File: src/rtl/switch_pkg.sv
// Shared switch constants and types: packet layout, port count and the arbiter FSM states.
package switch_pkg;

    localparam int PKT_SIZE  = 16;
    localparam int NUM_PORTS = 4;
    localparam int IDX_W     = $clog2(NUM_PORTS);
    localparam int SRC_MSB   = 15;
    localparam int SRC_LSB   = 12;
    localparam int TGT_MSB   = 11;
    localparam int TGT_LSB   = 8;

    typedef struct packed {
        logic [3:0] src;
        logic [3:0] tgt;
        logic [7:0] data;
    } pkt_t;

    typedef enum logic [1:0] {
        IDLE,
        LOAD,
        SEND
    } arb_state_e;

endpackage

File: src/rtl/rr_arbiter.sv
// Combinational round-robin picker: the first requester after last_grant, wrapping around.
module rr_arbiter
    import switch_pkg::*;
#(
    parameter int N = NUM_PORTS,
    parameter int W = $clog2(N)
) (
    input  logic [N-1:0] req,
    input  logic [W-1:0] last_grant,
    output logic [N-1:0] gnt_onehot,
    output logic [W-1:0] gnt_idx,
    output logic         any_gnt
);

    logic [W-1:0] cand;

    // Walk offsets from farthest to nearest so the nearest requester overwrites the others.
    always_comb begin
        gnt_idx = '0;
        any_gnt = 1'b0;
        cand    = '0;
        for (int off = N; off >= 1; off--) begin
            cand = W'((int'(last_grant) + off) % N);
            if (req[cand]) begin
                gnt_idx = cand;
                any_gnt = 1'b1;
            end
        end
        gnt_onehot = any_gnt ? (N'(1) << gnt_idx) : '0;
    end

endmodule

File: src/rtl/out_port_arbiter.sv
// Per-output-port arbiter: reads one matching input FIFO round-robin and presents it as valid/ready.
// Optional OUT_ARB_DROP_INVALID_EN: port 0 also reads and discards packets with out-of-range targets.
module out_port_arbiter
#(
    parameter int PKT_SIZE  = switch_pkg::PKT_SIZE,
    parameter int NUM_PORTS = switch_pkg::NUM_PORTS,
    parameter int PORT_ID   = 0
) (
    input  logic                            clk,
    input  logic                            rst,
    input  logic [NUM_PORTS*8-1:0]          hdr_in,
    input  logic [NUM_PORTS-1:0]            fifo_empty_in,
    input  logic [NUM_PORTS*PKT_SIZE-1:0]   fifo_data_in,
    output logic [NUM_PORTS-1:0]            rd_en_out,
    output logic [PKT_SIZE-1:0]             pkt_out,
    output logic                            pkt_valid,
    input  logic                            pkt_ready,
    output logic [$clog2(NUM_PORTS)-1:0]    grant_id,
    output logic [15:0]                     pkt_sent_cnt
`ifdef OUT_ARB_DROP_INVALID_EN
    , output logic [15:0]                   drop_cnt
`endif
);

    import switch_pkg::*;

    localparam int IW = $clog2(NUM_PORTS);

    arb_state_e           state_q, state_d;
    logic [IW-1:0]        sel_q, sel_d;
    logic [IW-1:0]        last_q, last_d;
    logic [IW-1:0]        gid_q, gid_d;
    logic [PKT_SIZE-1:0]  pkt_q, pkt_d;
    logic                 valid_q, valid_d;
    logic [15:0]          sent_q, sent_d;
    logic [NUM_PORTS-1:0] req;
    logic [NUM_PORTS-1:0] gnt_onehot;
    logic [IW-1:0]        gnt_idx;
    logic                 any_gnt;
    logic [PKT_SIZE-1:0]  load_pkt;
    logic                 drop_pkt;
    logic [NUM_PORTS*4-1:0] unused_hdr_src;

    // An empty FIFO shows a zero header, so emptiness must gate the target match.
    for (genvar i = 0; i < NUM_PORTS; i++) begin : g_req
        logic [3:0] tgt;
        assign tgt = hdr_in[8*i +: 4];
        assign unused_hdr_src[4*i +: 4] = hdr_in[8*i+4 +: 4];
`ifdef OUT_ARB_DROP_INVALID_EN
        assign req[i] = !fifo_empty_in[i] &&
                        ((tgt == 4'(PORT_ID)) || ((PORT_ID == 0) && (int'(tgt) >= NUM_PORTS)));
`else
        assign req[i] = !fifo_empty_in[i] && (tgt == 4'(PORT_ID));
`endif
    end

    rr_arbiter #(.N(NUM_PORTS), .W(IW)) u_rr (
        .req        (req),
        .last_grant (last_q),
        .gnt_onehot (gnt_onehot),
        .gnt_idx    (gnt_idx),
        .any_gnt    (any_gnt)
    );

    assign load_pkt = fifo_data_in[int'(sel_q)*PKT_SIZE +: PKT_SIZE];

`ifdef OUT_ARB_DROP_INVALID_EN
    logic [15:0] drop_q, drop_d;
    assign drop_pkt = (PORT_ID == 0) && (int'(load_pkt[TGT_MSB:TGT_LSB]) >= NUM_PORTS);
    assign drop_cnt = drop_q;
`else
    assign drop_pkt = 1'b0;
`endif

    always_comb begin
        state_d   = state_q;
        sel_d     = sel_q;
        last_d    = last_q;
        gid_d     = gid_q;
        pkt_d     = pkt_q;
        valid_d   = valid_q;
        sent_d    = sent_q;
        rd_en_out = '0;
`ifdef OUT_ARB_DROP_INVALID_EN
        drop_d    = drop_q;
`endif
        unique case (state_q)
            IDLE: begin
                if (any_gnt && !rst) begin
                    rd_en_out = gnt_onehot;
                    sel_d     = gnt_idx;
                    state_d   = LOAD;
                end
            end
            LOAD: begin
                last_d = sel_q;
                gid_d  = sel_q;
                if (drop_pkt) begin
                    state_d = IDLE;
`ifdef OUT_ARB_DROP_INVALID_EN
                    if (drop_q != 16'hFFFF) drop_d = drop_q + 16'd1;
`endif
                end else begin
                    pkt_d   = load_pkt;
                    valid_d = 1'b1;
                    state_d = SEND;
                end
            end
            SEND: begin
                if (valid_q && pkt_ready) begin
                    valid_d = 1'b0;
                    state_d = IDLE;
                    if (sent_q != 16'hFFFF) sent_d = sent_q + 16'd1;
                end
            end
            default: state_d = IDLE;
        endcase
    end

    // A reset mid-packet simply discards it; the FIFO entry already popped is lost.
    always_ff @(posedge clk) begin
        if (rst) begin
            state_q <= IDLE;
            sel_q   <= '0;
            last_q  <= IW'(NUM_PORTS - 1);
            gid_q   <= IW'(NUM_PORTS - 1);
            pkt_q   <= '0;
            valid_q <= 1'b0;
            sent_q  <= '0;
`ifdef OUT_ARB_DROP_INVALID_EN
            drop_q  <= '0;
`endif
        end else begin
            state_q <= state_d;
            sel_q   <= sel_d;
            last_q  <= last_d;
            gid_q   <= gid_d;
            pkt_q   <= pkt_d;
            valid_q <= valid_d;
            sent_q  <= sent_d;
`ifdef OUT_ARB_DROP_INVALID_EN
            drop_q  <= drop_d;
`endif
        end
    end

    assign pkt_out      = pkt_q;
    assign pkt_valid    = valid_q;
    assign grant_id     = gid_q;
    assign pkt_sent_cnt = sent_q;

endmodule

File: config.mk
export PLATFORM = sky130hd
export DESIGN_NAME = out_port_arbiter
export DESIGN_NICKNAME = d
export VERILOG_FILES = /design/src/rtl/switch_pkg.sv /design/src/rtl/rr_arbiter.sv /design/src/rtl/out_port_arbiter.sv
export SDC_FILE = /design/constraint.sdc
export NUM_CORES = 1
export LEC_CHECK = 0
export BUFFER_PORTS_ARGS = -buffer_cell sky130_fd_sc_hd__buf_4
export CAP_MARGIN = 20
export CORE_AREA = 2 2 79 81
export DETAILED_ROUTE_END_ITERATION = 8
export DIE_AREA = 0 0 81 83
export PLACE_DENSITY = 0.81
export SLEW_MARGIN = 20
export SYNTH_ARGS = -nofsm -noshare
export SYNTH_HDL_FRONTEND = slang
export SYNTH_SLANG_ARGS = --single-unit
File: constraint.sdc
create_clock -name clk -period 1.9 [get_ports clk]
set_clock_uncertainty 0.2 [all_clocks]
set_input_delay 0.285 -clock clk [delete_from_list [all_inputs] [get_ports clk]]
set_output_delay 0.285 -clock clk [all_outputs]
set_load 0.01 [all_outputs]
==> results.sh, run 1 <==
export IMPL_fill_cells=520
export IMPL_violations="setup timing"
export IMPL_maxCapViolCount=0
export IMPL_grt_pass1_vias=2384
export IMPL_synth_adder_area_share_pct=0.572
export IMPL_wl_um=6490
export IMPL_muxShareOfSynthArea_pct=17.4
export IMPL_syn_inst=238
export IMPL_antenna_found_initial=0
export IMPL_ctsLongestPathBuffers=2
export IMPL_post_drt_wl_per_cell_um=14.2
export IMPL_vias=2357
export IMPL_min_path_type="input pin to flop"
export IMPL_leakagePower_nw=1.48
export IMPL_synth_area_um2=2190
export IMPL_final_cell_mix="buf_4 (144), nand2_1 (45), dfxtp_1 (36)"
export IMPL_worstRegToRegCells=5
export IMPL_detail_route_antenna_nets=0
export IMPL_drive_gt1_share_pct=52.0
export IMPL_grt_usage_pct=19.1
export IMPL_synth_top_family_by_area="simple AND/OR/NAND/NOR gates"
export IMPL_drt_iter0_drc=75
export IMPL_final_common_cell="buf_4"
export IMPL_finalSetupViolations=4
export IMPL_finalMaxSlewViolations=0
export IMPL_fin_area_um2=3560
export IMPL_finalCritPeriodShare_pct=122
export IMPL_regArea_um2=785
export IMPL_ys_types=48
export IMPL_synth_simple_area_share_pct=27.1
export IMPL_worstReg2RegEnd="pkt_sent_cnt[8]"
export IMPL_cp_required_ps=1410
export IMPL_synth_seq_cells=39
export IMPL_rsz0062_at_grt="yes"
export IMPL_die_x_um=81
export IMPL_cp_slowest_cell="or4_4"
export IMPL_end_kind="output port"
export IMPL_yosys_area_top_type="dfxtp_1"
export IMPL_reg2reg_slack_ps=110
export IMPL_grt_pass1_wl_um=10400
export IMPL_path_clk_slew_ps=80
export IMPL_nNetsFinal=484
export IMPL_yosysWarnings=0
export IMPL_worst_pin_slew_ps=406
export IMPL_synth_nets=342
export IMPL_path_common_cell="buf_4"
export IMPL_status="complete, but fails checks"
export IMPL_cts_tree="yes"
export IMPL_syn_to_final_growth_pct=62.8
export IMPL_crit_fanout=4
export IMPL_cp_cell_sequence="buf_4, or2_2, or4_4, o22ai_2, a211oi_4, buf_4, nor3b_2, buf_4"
export IMPL_diodes=0
export IMPL_rows=28
export IMPL_place_area_um2=3350
export IMPL_max_stage_delay_ps=420
export IMPL_h_tree_depth=2
export IMPL_vias_per_cell=5.17
export IMPL_hold_depth=4
export IMPL_final_hold_violation_count=0
export IMPL_post_dp_hpwl_um=5040
export IMPL_synth_xor_area_share_pct=5.60
export IMPL_cts_root_buf="clkbuf_8"
export IMPL_synth_seq_area_share_pct=35.7
export IMPL_min_to="state_q[1]"
export IMPL_dieArea_um2=6720
export IMPL_io_buffers=125
export IMPL_slew_headroom_pct=72.9
export IMPL_start_util_pct=37.6
export IMPL_firstDrtPassIters=4
export IMPL_synth_largest_type_area_fraction_pct=35.7
export IMPL_critPathArrivalTime_ps=1830
export IMPL_crit_path_start_kind="input pin"
export IMPL_gp_congestion=0.785
export IMPL_core_um2=5820
export IMPL_cts_hold_buf=0
export IMPL_worst_slack_ps=-413
export IMPL_grt_overflow=0
export IMPL_multiInputGateArea_um2=1390
export IMPL_hold_start="pkt_ready"
export IMPL_ioPinCount=142
export IMPL_critPathKind="input pin to output port"
export IMPL_fmax_mhz=432
export IMPL_r2r_start="state_q[1]"
export IMPL_drc_errors=0
export IMPL_grt_max_degree=39
export IMPL_ir_worst_vdd_mv=0.476
export IMPL_synth_compound_area_share_pct=10.7
export IMPL_die_h_um=83
export IMPL_synth_area_per_cell_um2=9.19
export IMPL_clkLatencyLatePin_ps=290
export IMPL_cts_buffers=5
export IMPL_ys_top_cells_by_area="dfxtp_1 (36%), mux4_2 (16%), nand2_1 (7.9%), a21oi_1 (5.3%), xnor2_1 (4.4%)"
export IMPL_cts_sinks=39
export IMPL_finalCriticalPeriod_ps=2310
export IMPL_utilization_pct=61.3
export IMPL_p_per_area_nw_per_um2=557
==> through the flow <==
| step | hold slack, ps | worst slack [ps] | std cells | power (W) | TNS [ps] |
|---|---|---|---|---|---|
| floorplan | 281 | -155 | 238 | 0.000976 | -410 |
| global placement | 242 | -428 | 446 | 0.00116 | -1850 |
| detailed placement | 249 | -452 | 446 | 0.00117 | -1910 |
| CTS | 114 | -417 | 455 | 0.00199 | -1530 |
| global route | 105 | -475 | 456 | 0.00207 | -1680 |
| finish | 111 | -413 | 456 | 0.00199 | -1480 |
==> critical path: cells and delay by family <==
family                 cells  cell delay, ps
and+or+nand+nor            3             880
buffers and inverters      3             390
AOI/OAI and AO/OA          2             260
==> worst max-delay path by stage <==
| stage | to | cells past startpoint | startpoint | slack, ps |
|---|---|---|---|---|
| final | rd_en_out[1] | 8 | hdr_in[8] | -410 |
| after global routing | rd_en_out[1] | 8 | hdr_in[8] | -470 |
| after CTS | rd_en_out[1] | 8 | hdr_in[16] | -420 |
| after detailed placement | rd_en_out[2] | 7 | hdr_in[16] | -450 |
| after global placement | rd_en_out[2] | 7 | hdr_in[0] | -430 |
| after floorplan | rd_en_out[0] | 5 | hdr_in[0] | -150 |
==> cell families (layout without fill, tap and decap cells) <==
group | count (synthesis) | count (layout)
compound gates | 37 | 37
buf+inv | 16 | 159
fa+ha+maj | 1 | 1
simple gates | 113 | 113
flops | 39 | 39
mux | 18 | 18
xor+xnor | 14 | 14
==> layout make-up <==
cell class / count / share of cell area (%)
flip-flops and latches: 39 / 22.0
clock buffers: 5 / 1.93
clock inverters: 3 / 1.90
multi-input cells: 183 / 39.1
well taps: 75 / 2.63
inverters: 2 / 0.211
repair buffers: 149 / 32.2
==> flip-flops by register name, indices dropped and copies added (netlist names) <==
| name | flops |
|---|---|
| sel_q | 2 |
| pkt_sent_cnt | 16 |
| pkt_valid | 1 |
| grant_id | 2 |
| pkt_out | 16 |
| state_q | 2 |
==> cell usage after synthesis, drive strengths merged <==
master	instances
nor3	6
o21ai	2
nor4	3
and4bb	1
mux4	16
nor2b	1
inv	2
a2111oi	1
dfxtp	39
nand3	6
xnor2	11
and2	1
or2	1
buf	4
mux2i	2
nor2	23
xor2	3
nand3b	3
a21oi	23
or4	3
o21a	1
o2bb2ai	1
nor3b	2
nand2	47
and3	3
o211ai	1
and4b	1
and4	2
a21boi	1
nor4b	1
nand2b	2
nand4	5
and3b	1
o31ai	1
o22ai	1
clkbuf	10
a211oi	4
or3	1
ha	1
o41a	1
==> routing by layer <==
| metal | share of wire, % | vias to the layer above | wire length [um] | track usage (%) |
|---|---|---|---|---|
| met5 | 0 | - | 0 | 0 |
| met4 | 0.17 | 0 | 11 | 3.70 |
| met3 | 7.8 | 2 | 506 | 6.09 |
| met2 | 55 | 84 | 3600 | 36.7 |
| met1 | 37 | 1131 | 2380 | 19.8 |
| li1 | - | 1140 | - | - |
==> power by group <==
part / switching [W] / leakage (nW) / internal [W]
registers: 0.0000131 / 0.316 / 0.000832
clock network: 0.000306 / 0.0644 / 0.000524
logic: 0.000106 / 1.10 / 0.000205
total: 0.000424 / 1.48 / 0.00156
==> what timing repair did <==
action | in CTS | in global routing
buffers inserted | 1 | 1
setup endpoints to repair | 4 | 11
resized for setup | 6 | 12
gates cloned | 0 | 0
pin swaps | 5 | 4
No activity file was read; power rests on OpenSTA's default activity.
==> inputs of run 2 (changes only) <==
- CORE_AREA: 2 2 79 81 -> 2 2 76 78
- DIE_AREA: 0 0 81 83 -> 0 0 78 80
- PLACE_DENSITY: 0.81 -> 0.83
- clock period: 1.9 -> 2.39 ns (I/O delays scaled with it)
==> run 2 against run 1 <==
Register-to-register slack improved by 240 ps; critical path depth is the same; first-iteration DRC count did not move; non-clock buffer count is 13 lower; flip-flop and latch count is the same; clock power down 34%; final cell count down 3.5%; die area fell by 7.2%; the run still ends with setup timing left; design area down 3.8%; count of clock-buffer cells in the layout stayed put; core utilization is 2.2 points higher; sequential share of layout area rose by 0.76 points.
==> results.sh, run 2 (synthesis results as in run 1) <==
export IMPL_nNetsFinal=471
export IMPL_leakagePower_nw=1.41
export IMPL_end_kind="output port"
export IMPL_final_common_cell="buf_4"
export IMPL_total_power_w=0.00146
export IMPL_fmax_mhz=407
export IMPL_drive_gt1_share_pct=48.6
export IMPL_cts_buffers=5
export IMPL_grt_usage_pct=19.5
export IMPL_status="complete, but fails checks"
export IMPL_critPathKind="input pin to output port"
export IMPL_r2r_start="pkt_sent_cnt[0]"
export IMPL_crit_fanout=3
export IMPL_syn_to_final_growth_pct=56.6
export IMPL_final_cell_mix="buf_4 (132), nand2_1 (46), dfxtp_1 (39)"
export IMPL_path_common_cell="buf_4"
export IMPL_grt_pass1_wl_um=9670
export IMPL_diodes=0
export IMPL_min_to="state_q[1]"
export IMPL_die_x_um=78
export IMPL_core_um2=5410
export IMPL_dieArea_um2=6240
export IMPL_worst_pin_slew_ps=718
export IMPL_crit_path_start_kind="input pin"
export IMPL_finalCritPeriodShare_pct=103
export IMPL_ioPinCount=142
export IMPL_grt_pass1_vias=2244
export IMPL_ctsLongestPathBuffers=2
export IMPL_cp_cell_sequence="buf_6, or4_4, nor3_4, o22ai_4, a211oi_2, buf_4, nor3b_2, buf_4"
export IMPL_critPathArrivalTime_ps=1900
export IMPL_cp_slowest_cell="or4_4"
export IMPL_antenna_found_initial=0
export IMPL_finalMaxSlewViolations=0
export IMPL_rsz0062_at_grt="yes"
export IMPL_slew_headroom_pct=52.1
export IMPL_firstDrtPassIters=6
export IMPL_h_tree_depth=2
export IMPL_hold_start="pkt_ready"
export IMPL_vias_per_cell=5.27
export IMPL_fin_area_um2=3430
export IMPL_cp_required_ps=1830
export IMPL_die_h_um=80
export IMPL_grt_max_degree=39
export IMPL_post_drt_wl_per_cell_um=14.3
export IMPL_start_util_pct=40.5
export IMPL_violations="setup timing"
export IMPL_reg2reg_slack_ps=350
export IMPL_cts_root_buf="clkbuf_8"
export IMPL_gp_congestion=0.774
export IMPL_worst_slack_ps=-69.2
export IMPL_rows=27
export IMPL_clkLatencyLatePin_ps=290
export IMPL_detail_route_antenna_nets=0
export IMPL_max_stage_delay_ps=570
export IMPL_min_path_type="input pin to flop"
export IMPL_ir_worst_vdd_mv=0.279
export IMPL_path_clk_slew_ps=80
export IMPL_drt_iter0_drc=75
export IMPL_finalCriticalPeriod_ps=2460
export IMPL_post_dp_hpwl_um=4790
export IMPL_wl_um=6310
export IMPL_final_hold_violation_count=0
export IMPL_cts_sinks=39
export IMPL_worstRegToRegCells=6
export IMPL_p_per_area_nw_per_um2=427
export IMPL_vias=2317
export IMPL_io_buffers=125
export IMPL_worstReg2RegEnd="pkt_sent_cnt[2]"
export IMPL_drc_errors=0
export IMPL_hold_depth=4
export IMPL_cts_tree="yes"
export IMPL_place_area_um2=3230
export IMPL_finalSetupViolations=4
export IMPL_maxCapViolCount=0
export IMPL_grt_overflow=0
run 2: changes by cell type in the layout (fill, tap and decap cells not counted), sizes merged:
cell | previous run | this run
clkinvlp | 1 | 0
buf | 149 | 136
clkinv | 0 | 2
bufinv | 2 | 1
run 2: worst max-delay path: cells and delay by family:
family          cells  cell delay (ps)
compound gates      2              330
simple gates        3              800
buf+inv             3              410
run 2: worst max path at each step:
stage,end,cells after the start,slack (ps),from
6_report,rd_en_out[1],8,-70,hdr_in[16]
5_1_grt,rd_en_out[1],8,-100,hdr_in[16]
4_1_cts,rd_en_out[1],8,-20,hdr_in[8]
3_5_place_dp,rd_en_out[1],8,-110,hdr_in[8]
3_3_place_gp,rd_en_out[1],8,-70,hdr_in[8]
2_1_floorplan,rd_en_out[2],5,180,hdr_in[16]
run 2: final cells by class:
type,instances,area [um2]
fillers,488,1980
multi-input cells,183,1400
repair buffers,136,1040
flip-flops and latches,39,781
well taps,72,90.1
clock buffers,5,68.8
clock inverters,3,43.8
inverters,2,7.51
run 2: per-stage QoR:
step	setup slack (ps)	util, %	std cells	TNS (ps)	hold slack [ps]
5_1_grt	-101	63.4	440	-294	194
3_5_place_dp	-107	59.7	430	-188	248
2_1_floorplan	184	-	238	0	281
3_3_place_gp	-73.6	59.7	430	-103	243
6_report	-69.2	63.4	440	-171	194
4_1_cts	-24.4	62.6	439	-35.4	178
run 2: report_power, final:
group,internal [W],switching [W],total [W]
combinational,0.000159,0.0000831,0.000242
clock,0.000311,0.000239,0.000550
sequential,0.000661,0.0000103,0.000672
total,0.00113,0.000332,0.00146
run 2: repair_timing:
item / in CTS / in global routing
setup buffers: 1 / 1
pin swaps: 3 / 2
hold buffers: 0 / 0
hold endpoints to repair: 0 / 0
setup endpoints to repair: 4 / 4
gates cloned: 0 / 0
resized for setup: 9 / 7
run 2: routing by layer:
layer	GRT usage, %	part of all wire [%]
met3	6.45	7.7
met2	38.0	55
met1	19.7	36
met5	0	0
met4	5.61	0.82
